$ cat src/rtl/vram_arbiter_pkg.sv
// Shared constants and types for the text VRAM arbiter.
// Cell layout: char in [6:0], colour in [27:16].
package vram_arbiter_pkg;

  localparam int VRAM_COLS   = 80;
  localparam int VRAM_ROWS   = 50;
  localparam int VRAM_DEPTH  = VRAM_COLS * VRAM_ROWS;
  localparam int VRAM_AW     = 12;
  localparam int VRAM_STARVE = 8;

  localparam int CHAR_LSB  = 0;
  localparam int CHAR_MSB  = 6;
  localparam int COLOR_LSB = 16;
  localparam int COLOR_MSB = 27;

  typedef enum logic [1:0] {
    OWN_NONE = 2'd0,
    OWN_VGA  = 2'd1,
    OWN_CPU  = 2'd2
  } owner_e;

  typedef struct packed {
    owner_e own;
    logic   oor;
  } tag_t;

  localparam tag_t TAG_NONE = '{own: OWN_NONE, oor: 1'b0};

  typedef enum logic [1:0] {
    ST_IDLE   = 2'd0,
    ST_RDWAIT = 2'd1,
    ST_DONE   = 2'd2
  } cpu_st_e;

  function automatic logic [6:0] cell_char(input logic [31:0] w);
    return w[CHAR_MSB:CHAR_LSB];
  endfunction

  function automatic logic [11:0] cell_color(input logic [31:0] w);
    return w[COLOR_MSB:COLOR_LSB];
  endfunction

endpackage

$ cat src/rtl/vram_arbiter_if.sv
// VGA fetch, CPU data and VRAM macro signals of the arbiter.
// slave = arbiter side, master = requesters and RAM side.
interface vram_arbiter_if #(
  parameter int ADDR_W = 12
);
  logic              vga_req;
  logic [ADDR_W-1:0] vga_addr;
  logic [31:0]       vga_rdata;
  logic              vga_rvalid;
  logic              vga_miss;
  logic              cpu_req;
  logic              cpu_we;
  logic [3:0]        cpu_be;
  logic [ADDR_W-1:0] cpu_addr;
  logic [31:0]       cpu_wdata;
  logic [31:0]       cpu_rdata;
  logic              cpu_ack;
  logic              ram_en;
  logic [3:0]        ram_we;
  logic [ADDR_W-1:0] ram_addr;
  logic [31:0]       ram_wdata;
  logic [31:0]       ram_rdata;

  modport slave (
    input  vga_req, vga_addr,
    input  cpu_req, cpu_we, cpu_be,
    input  cpu_addr, cpu_wdata,
    input  ram_rdata,
    output vga_rdata, vga_rvalid, vga_miss,
    output cpu_rdata, cpu_ack,
    output ram_en, ram_we, ram_addr, ram_wdata
  );

  modport master (
    output vga_req, vga_addr,
    output cpu_req, cpu_we, cpu_be,
    output cpu_addr, cpu_wdata,
    output ram_rdata,
    input  vga_rdata, vga_rvalid, vga_miss,
    input  cpu_rdata, cpu_ack,
    input  ram_en, ram_we, ram_addr, ram_wdata
  );
endinterface

$ cat src/rtl/vram_arbiter_tag_pipe.sv
// Two-stage owner tag pipe; stage 1 lines up with ram_rdata,
// stage 2 with the registered VGA result.
module vram_arbiter_tag_pipe
  import vram_arbiter_pkg::*;
(
  input  logic   clk,
  input  logic   rst_n,
  input  tag_t   i_tag,
  output tag_t   o_s1,
  output owner_e o_own2
);

  tag_t   r_s1;
  owner_e r_own2;

  always_ff @(posedge clk or negedge rst_n) begin
    if (!rst_n) begin
      r_s1   <= TAG_NONE;
      r_own2 <= OWN_NONE;
    end else begin
      r_s1   <= i_tag;
      r_own2 <= r_s1.own;
    end
  end

  assign o_s1   = r_s1;
  assign o_own2 = r_own2;

endmodule

$ cat src/rtl/vram_arbiter.sv
// Single-port text VRAM arbiter: VGA fetch first, CPU in free
// cycles, with a starvation override for a waiting CPU.
module vram_arbiter
  import vram_arbiter_pkg::*;
#(
  parameter int ADDR_W       = VRAM_AW,
  parameter int DEPTH        = VRAM_DEPTH,
  parameter int STARVE_LIMIT = VRAM_STARVE
)(
  input logic           clk,
  input logic           clrn,
  vram_arbiter_if.slave bus
);

  localparam int          CNT_W   = $clog2(STARVE_LIMIT + 1);
  localparam logic [31:0] DEPTH_U = 32'(DEPTH);

  cpu_st_e          r_state;
  logic [CNT_W-1:0] r_starve;
  logic             r_cpu_ack;
  logic [31:0]      r_cpu_rdata;
  logic [31:0]      r_vga_rdata;

  logic   w_vga_in;
  logic   w_cpu_in;
  logic   w_cpu_pend;
  logic   w_starve;
  logic   w_g_vga;
  logic   w_g_cpu;
  tag_t   w_tag;
  tag_t   w_s1;
  owner_e w_own2;

  assign w_vga_in = 32'(bus.vga_addr) < DEPTH_U;
  assign w_cpu_in = 32'(bus.cpu_addr) < DEPTH_U;

  // Gating with clrn keeps the RAM port quiet while reset is held.
  assign w_cpu_pend = clrn && bus.cpu_req
                   && (r_state == ST_IDLE);
  assign w_starve = w_cpu_pend
                 && (r_starve == CNT_W'(STARVE_LIMIT));
  assign w_g_cpu = w_cpu_pend
                && (w_starve || !bus.vga_req);
  assign w_g_vga = clrn && bus.vga_req && !w_starve;

  always_comb begin
    bus.ram_en    = 1'b0;
    bus.ram_we    = '0;
    bus.ram_addr  = '0;
    bus.ram_wdata = '0;
    w_tag         = TAG_NONE;
    unique case (1'b1)
      w_g_vga: begin
        w_tag = '{own: OWN_VGA, oor: !w_vga_in};
        if (w_vga_in) begin
          bus.ram_en   = 1'b1;
          bus.ram_addr = bus.vga_addr;
        end
      end
      w_g_cpu: begin
        w_tag = '{own: OWN_CPU, oor: !w_cpu_in};
        if (w_cpu_in) begin
          bus.ram_en   = 1'b1;
          bus.ram_addr = bus.cpu_addr;
          if (bus.cpu_we) begin
            bus.ram_we    = bus.cpu_be;
            bus.ram_wdata = bus.cpu_wdata;
          end
        end
      end
      default: ;
    endcase
  end

  vram_arbiter_tag_pipe u_tag (
    .clk    (clk),
    .rst_n  (clrn),
    .i_tag  (w_tag),
    .o_s1   (w_s1),
    .o_own2 (w_own2)
  );

  always_ff @(posedge clk or negedge clrn) begin
    if (!clrn) begin
      r_state     <= ST_IDLE;
      r_starve    <= '0;
      r_cpu_ack   <= 1'b0;
      r_cpu_rdata <= '0;
      r_vga_rdata <= '0;
    end else begin
      r_cpu_ack <= 1'b0;
      if (w_s1.own == OWN_VGA)
        r_vga_rdata <= w_s1.oor ? '0 : bus.ram_rdata;
      unique case (r_state)
        ST_IDLE: begin
          if (w_g_cpu) begin
            r_starve  <= '0;
            r_cpu_ack <= bus.cpu_we;
            r_state   <= bus.cpu_we ? ST_DONE
                                    : ST_RDWAIT;
          end else if (w_cpu_pend) begin
            r_starve <= r_starve + 1'b1;
          end
        end
        ST_RDWAIT: begin
          r_cpu_ack   <= 1'b1;
          r_cpu_rdata <= w_s1.oor ? '0 : bus.ram_rdata;
          r_state     <= ST_DONE;
        end
        ST_DONE: r_state <= ST_IDLE;
        default: r_state <= ST_IDLE;
      endcase
    end
  end

  assign bus.vga_rvalid = (w_own2 == OWN_VGA);
  assign bus.vga_rdata  = r_vga_rdata;
  assign bus.vga_miss   = w_starve && bus.vga_req;
  assign bus.cpu_ack    = r_cpu_ack;
  assign bus.cpu_rdata  = r_cpu_rdata;

endmodule

$ cat src/flat_wrapper.sv
// flat-port wrapper written by rule: the top's interface ports become plain ports
module vram_arbiter_flat import vram_arbiter_pkg::*;
#(
  parameter int ADDR_W       = VRAM_AW,
  parameter int DEPTH        = VRAM_DEPTH,
  parameter int STARVE_LIMIT = VRAM_STARVE
)
  (clk, clrn, bus_vga_req, bus_vga_addr, bus_cpu_req, bus_cpu_we, bus_cpu_be, bus_cpu_addr, bus_cpu_wdata, bus_ram_rdata, bus_vga_rdata, bus_vga_rvalid, bus_vga_miss, bus_cpu_rdata, bus_cpu_ack, bus_ram_en, bus_ram_we, bus_ram_addr, bus_ram_wdata);
  vram_arbiter_if #(.ADDR_W(ADDR_W)) bus_i ();
  input logic clk;
  input logic clrn;
  input wire logic [$bits(bus_i.vga_req)-1:0] bus_vga_req;
  input wire logic [$bits(bus_i.vga_addr)-1:0] bus_vga_addr;
  input wire logic [$bits(bus_i.cpu_req)-1:0] bus_cpu_req;
  input wire logic [$bits(bus_i.cpu_we)-1:0] bus_cpu_we;
  input wire logic [$bits(bus_i.cpu_be)-1:0] bus_cpu_be;
  input wire logic [$bits(bus_i.cpu_addr)-1:0] bus_cpu_addr;
  input wire logic [$bits(bus_i.cpu_wdata)-1:0] bus_cpu_wdata;
  input wire logic [$bits(bus_i.ram_rdata)-1:0] bus_ram_rdata;
  output wire logic [$bits(bus_i.vga_rdata)-1:0] bus_vga_rdata;
  output wire logic [$bits(bus_i.vga_rvalid)-1:0] bus_vga_rvalid;
  output wire logic [$bits(bus_i.vga_miss)-1:0] bus_vga_miss;
  output wire logic [$bits(bus_i.cpu_rdata)-1:0] bus_cpu_rdata;
  output wire logic [$bits(bus_i.cpu_ack)-1:0] bus_cpu_ack;
  output wire logic [$bits(bus_i.ram_en)-1:0] bus_ram_en;
  output wire logic [$bits(bus_i.ram_we)-1:0] bus_ram_we;
  output wire logic [$bits(bus_i.ram_addr)-1:0] bus_ram_addr;
  output wire logic [$bits(bus_i.ram_wdata)-1:0] bus_ram_wdata;
  assign bus_i.vga_req = bus_vga_req;
  assign bus_i.vga_addr = bus_vga_addr;
  assign bus_i.cpu_req = bus_cpu_req;
  assign bus_i.cpu_we = bus_cpu_we;
  assign bus_i.cpu_be = bus_cpu_be;
  assign bus_i.cpu_addr = bus_cpu_addr;
  assign bus_i.cpu_wdata = bus_cpu_wdata;
  assign bus_i.ram_rdata = bus_ram_rdata;
  assign bus_vga_rdata = bus_i.vga_rdata;
  assign bus_vga_rvalid = bus_i.vga_rvalid;
  assign bus_vga_miss = bus_i.vga_miss;
  assign bus_cpu_rdata = bus_i.cpu_rdata;
  assign bus_cpu_ack = bus_i.cpu_ack;
  assign bus_ram_en = bus_i.ram_en;
  assign bus_ram_we = bus_i.ram_we;
  assign bus_ram_addr = bus_i.ram_addr;
  assign bus_ram_wdata = bus_i.ram_wdata;
  vram_arbiter #(.ADDR_W(ADDR_W), .DEPTH(DEPTH), .STARVE_LIMIT(STARVE_LIMIT)) u_core (.clk(clk), .clrn(clrn), .bus(bus_i));
endmodule
$ cat config.mk
export PLATFORM = sky130hd
export DESIGN_NAME = vram_arbiter_flat
export DESIGN_NICKNAME = d
export VERILOG_FILES = /design/src/rtl/vram_arbiter_pkg.sv /design/src/rtl/vram_arbiter_if.sv /design/src/rtl/vram_arbiter_tag_pipe.sv /design/src/rtl/vram_arbiter.sv /design/src/flat_wrapper.sv
export SDC_FILE = /design/constraint.sdc
export NUM_CORES = 1
export LEC_CHECK = 0
export ABC_CLOCK_PERIOD_IN_PS = 4700
export BUFFER_PORTS_ARGS = -buffer_cell sky130_fd_sc_hd__buf_2
export CAP_MARGIN = 20
export CORE_MARGIN = 2
export CORE_UTILIZATION = 48
export CTS_BUF_LIST = sky130_fd_sc_hd__clkbuf_16
export DETAILED_ROUTE_END_ITERATION = 6
export HOLD_SLACK_MARGIN = 0.05
export PLACE_DENSITY = 0.86
export SETUP_SLACK_MARGIN = 0.3
export SLEW_MARGIN = 20
export SYNTH_ARGS = -nofsm -noshare
export SYNTH_HDL_FRONTEND = slang
export SYNTH_SLANG_ARGS = --single-unit
$ cat constraint.sdc
create_clock -name clk -period 4.7 [get_ports clk]
set_input_delay 0.47 -clock clk [delete_from_list [all_inputs] [get_ports clk]]
set_output_delay 0.47 -clock clk [all_outputs]
set_load 0.1 [all_outputs]
==> reports/metrics.cfg <==
[global_routing]
grtUsageTotal=0.247
grt_start_max_net_pins=79
antenna_found_initial=0
grt-ovfl-total=0
grt_pass1_wl_um=16900
first_global_vias=3563

[sta]
maxSlewViolCount=0
setup_viol=0
period_share=0.675
holdWs_ps=393
rsz0062_at_grt=false
timing.final.crit_period_ps=3170
slew-limit-headroom=0.364
finalHoldViolations=0
fin_ws_ps=1530
max_slew.worst_pin.slew_ps=955
fmax_mhz=315
fin_skew_ps=4.11
setup_tns_ps=0

[placement]
dpl-instance-area_um2=4870
io_buffer_count=212
gp_congestion=0.895
pre_cts_slack_ps=1500
dpl.hpwl_um=7890
dp_cells=702

[clock_tree]
cts_buffer_depth=2
root_buffer=clkbuf_16
postCtsSetupBuffers=0
cts_tree=done
cts_resized=0
clkSinkCount=76
htree_levels=3
cts-buffers-inserted=9
holdBufCountCts=0
clk_pin_slew_worst_paths_ps=60
clk_latency_ps=330

[yosys]
syn_area_per_cell_um2=9.13
yosys_warnings=0
synth_cell_types=29
synth_cells=420
yosysSeqAreaShare=0.496
syn_nets=519
synth_top_area_cell=dfrtp_1
syn-cell-area_um2=3840
synth_seq_cells=76
synth_top_area_frac=0.496
synth_area_leaders=dfrtp_1 (50%), o21ai_0 (11%), nand2_1 (10%)

[floorplan]
dieWidth_um=93.4
dieArea_um2=8720
die-height_um=93.4
start_util=0.496
io_pins=213
core_um2=7730
row_count=32

[hold_path]
hp-class=flop to flop

[setup_path]
slowest_delay_ps=720
crit_top_cell=buf_4
crit_type=input pin to primary output
slowest_stage=buf_4
start_kind=input pin
end_kind=primary output
worstPathRequired_ps=4230
crit_family=buffers and inverters
critPathBufInv=3
worst_ep_arrival_time_ps=2700
cp_cell_sequence=buf_4, buf_4, o211ai_2, o32ai_1, buf_2
cp_max_fo=78

[cells_and_area]
area_delta_synth_final_pct=35.9
final_util=0.675
antenna_cells=0
layout.nets=711
drive_above_1_share=0.442
layout_commonest_cell=buf_2
layoutNonFillerInstCount=719
layout_common_cells=buf_2 (211), nand2_1 (103), o21ai_0 (88)
final_cell_area_um2=5210

[drt]
ant_nets=0
remaining_drc_errors=0
vias=3760
drt_iter0_drc=138
routedWlPerCell_um=15.1
totalWireLength_um=10900
via_per_inst=5.23
drt_first_pass_iters=4

[run_status]
status=finished, final reports clean

[power_and_ir_drop]
p_per_area_nw_per_um2=791
power_mw=4.12
leakage_nw=2.74
vdd_drop_max_mv=0.392

[run]
max-cap-violations=0

-- power breakdown --
part           leakage, nW  switching (mW)  internal (mW)
Combinational         1.64            2.09          0.313
Clock                0.153           0.254          0.462
Sequential           0.953           0.124          0.878
Total                 2.74            2.47           1.65
-- worst register-to-register path, cell delays in order (launching register included) --
cell and delay [ps]:
dfrtp_1 370, inv_1 80, ha_1 240, nand3b_4 130
a21o_4 580, o21ai_0 190
-- metal layers --
metal / vias up / wire length, um / track usage
met5: - / 0 / 0
met4: 0 / 246 / 0.103
met3: 20 / 827 / 0.0475
met2: 181 / 5510 / 0.428
met1: 1752 / 4310 / 0.300
li1: 1807 / - / -
-- final timing paths --
path | to | slack, ps | startpoint | depth (start not counted)
max | bus_ram_addr[10] | 1530 | clrn | 5
min | u_core.u_tag.o_own2[1] | 390 | u_core.u_tag.o_s1[2] | 0
max reg2reg | u_core.bus.cpu_ack | 2970 | u_core.r_starve[0] | 5
min reg2reg | u_core.u_tag.o_own2[1] | 390 | u_core.u_tag.o_s1[2] | 0
max in group asynchronous | u_core.bus.cpu_rdata[30] | 3660 | clrn | 2
min in group asynchronous | u_core.bus.cpu_rdata[7] | 410 | clrn | 2
-- sequential cells by signal, indices dropped and copies added (netlist names) --
signal                cells
u_core.r_starve           4
u_core.bus.cpu_rdata     32
u_core.bus.cpu_ack        1
u_core.u_tag.o_s1         3
u_core.u_tag.o_own2       2
u_core.r_state            2
u_core.bus.vga_rdata     32
-- cell type report --
| cell class | instances | area, um^2 |
|---|---|---|
| tap | 102 | 128 |
| timing repair buffer | 214 | 1090 |
| inverter | 10 | 37.5 |
| clock buffer | 9 | 225 |
| fill | 609 | 2510 |
| multi-input combinational | 301 | 1740 |
| sequential | 76 | 1900 |
| clock inverter | 7 | 92.6 |
-- synthesized netlist by cell type --
cell,n
a21o_1,1
and4bb_2,1
buf_2,4
buf_4,4
buf_6,5
clkbuf_1,20
dfrtp_1,76
ha_1,2
inv_1,10
nand2_1,103
nand2b_1,35
nand3_1,2
nand3b_4,1
nand4_1,4
nand4bb_4,1
nor2_1,2
nor2_4,1
nor2b_1,2
nor3_1,3
nor3_2,34
o211ai_2,1
o21ai_0,88
o21ai_1,1
o21ai_2,1
o22ai_1,10
o32ai_1,5
o41ai_1,1
or2_2,1
or4_1,1
-- cell families after synthesis --
kind of cell	count (synthesis)	share of synthesized area
simple gates	191	0.287
compound gates	108	0.154
buf+inv	43	0.0571
flops	76	0.496
fa+ha+maj	2	0.00652
Note: power is estimated with default switching activity, not from simulation.
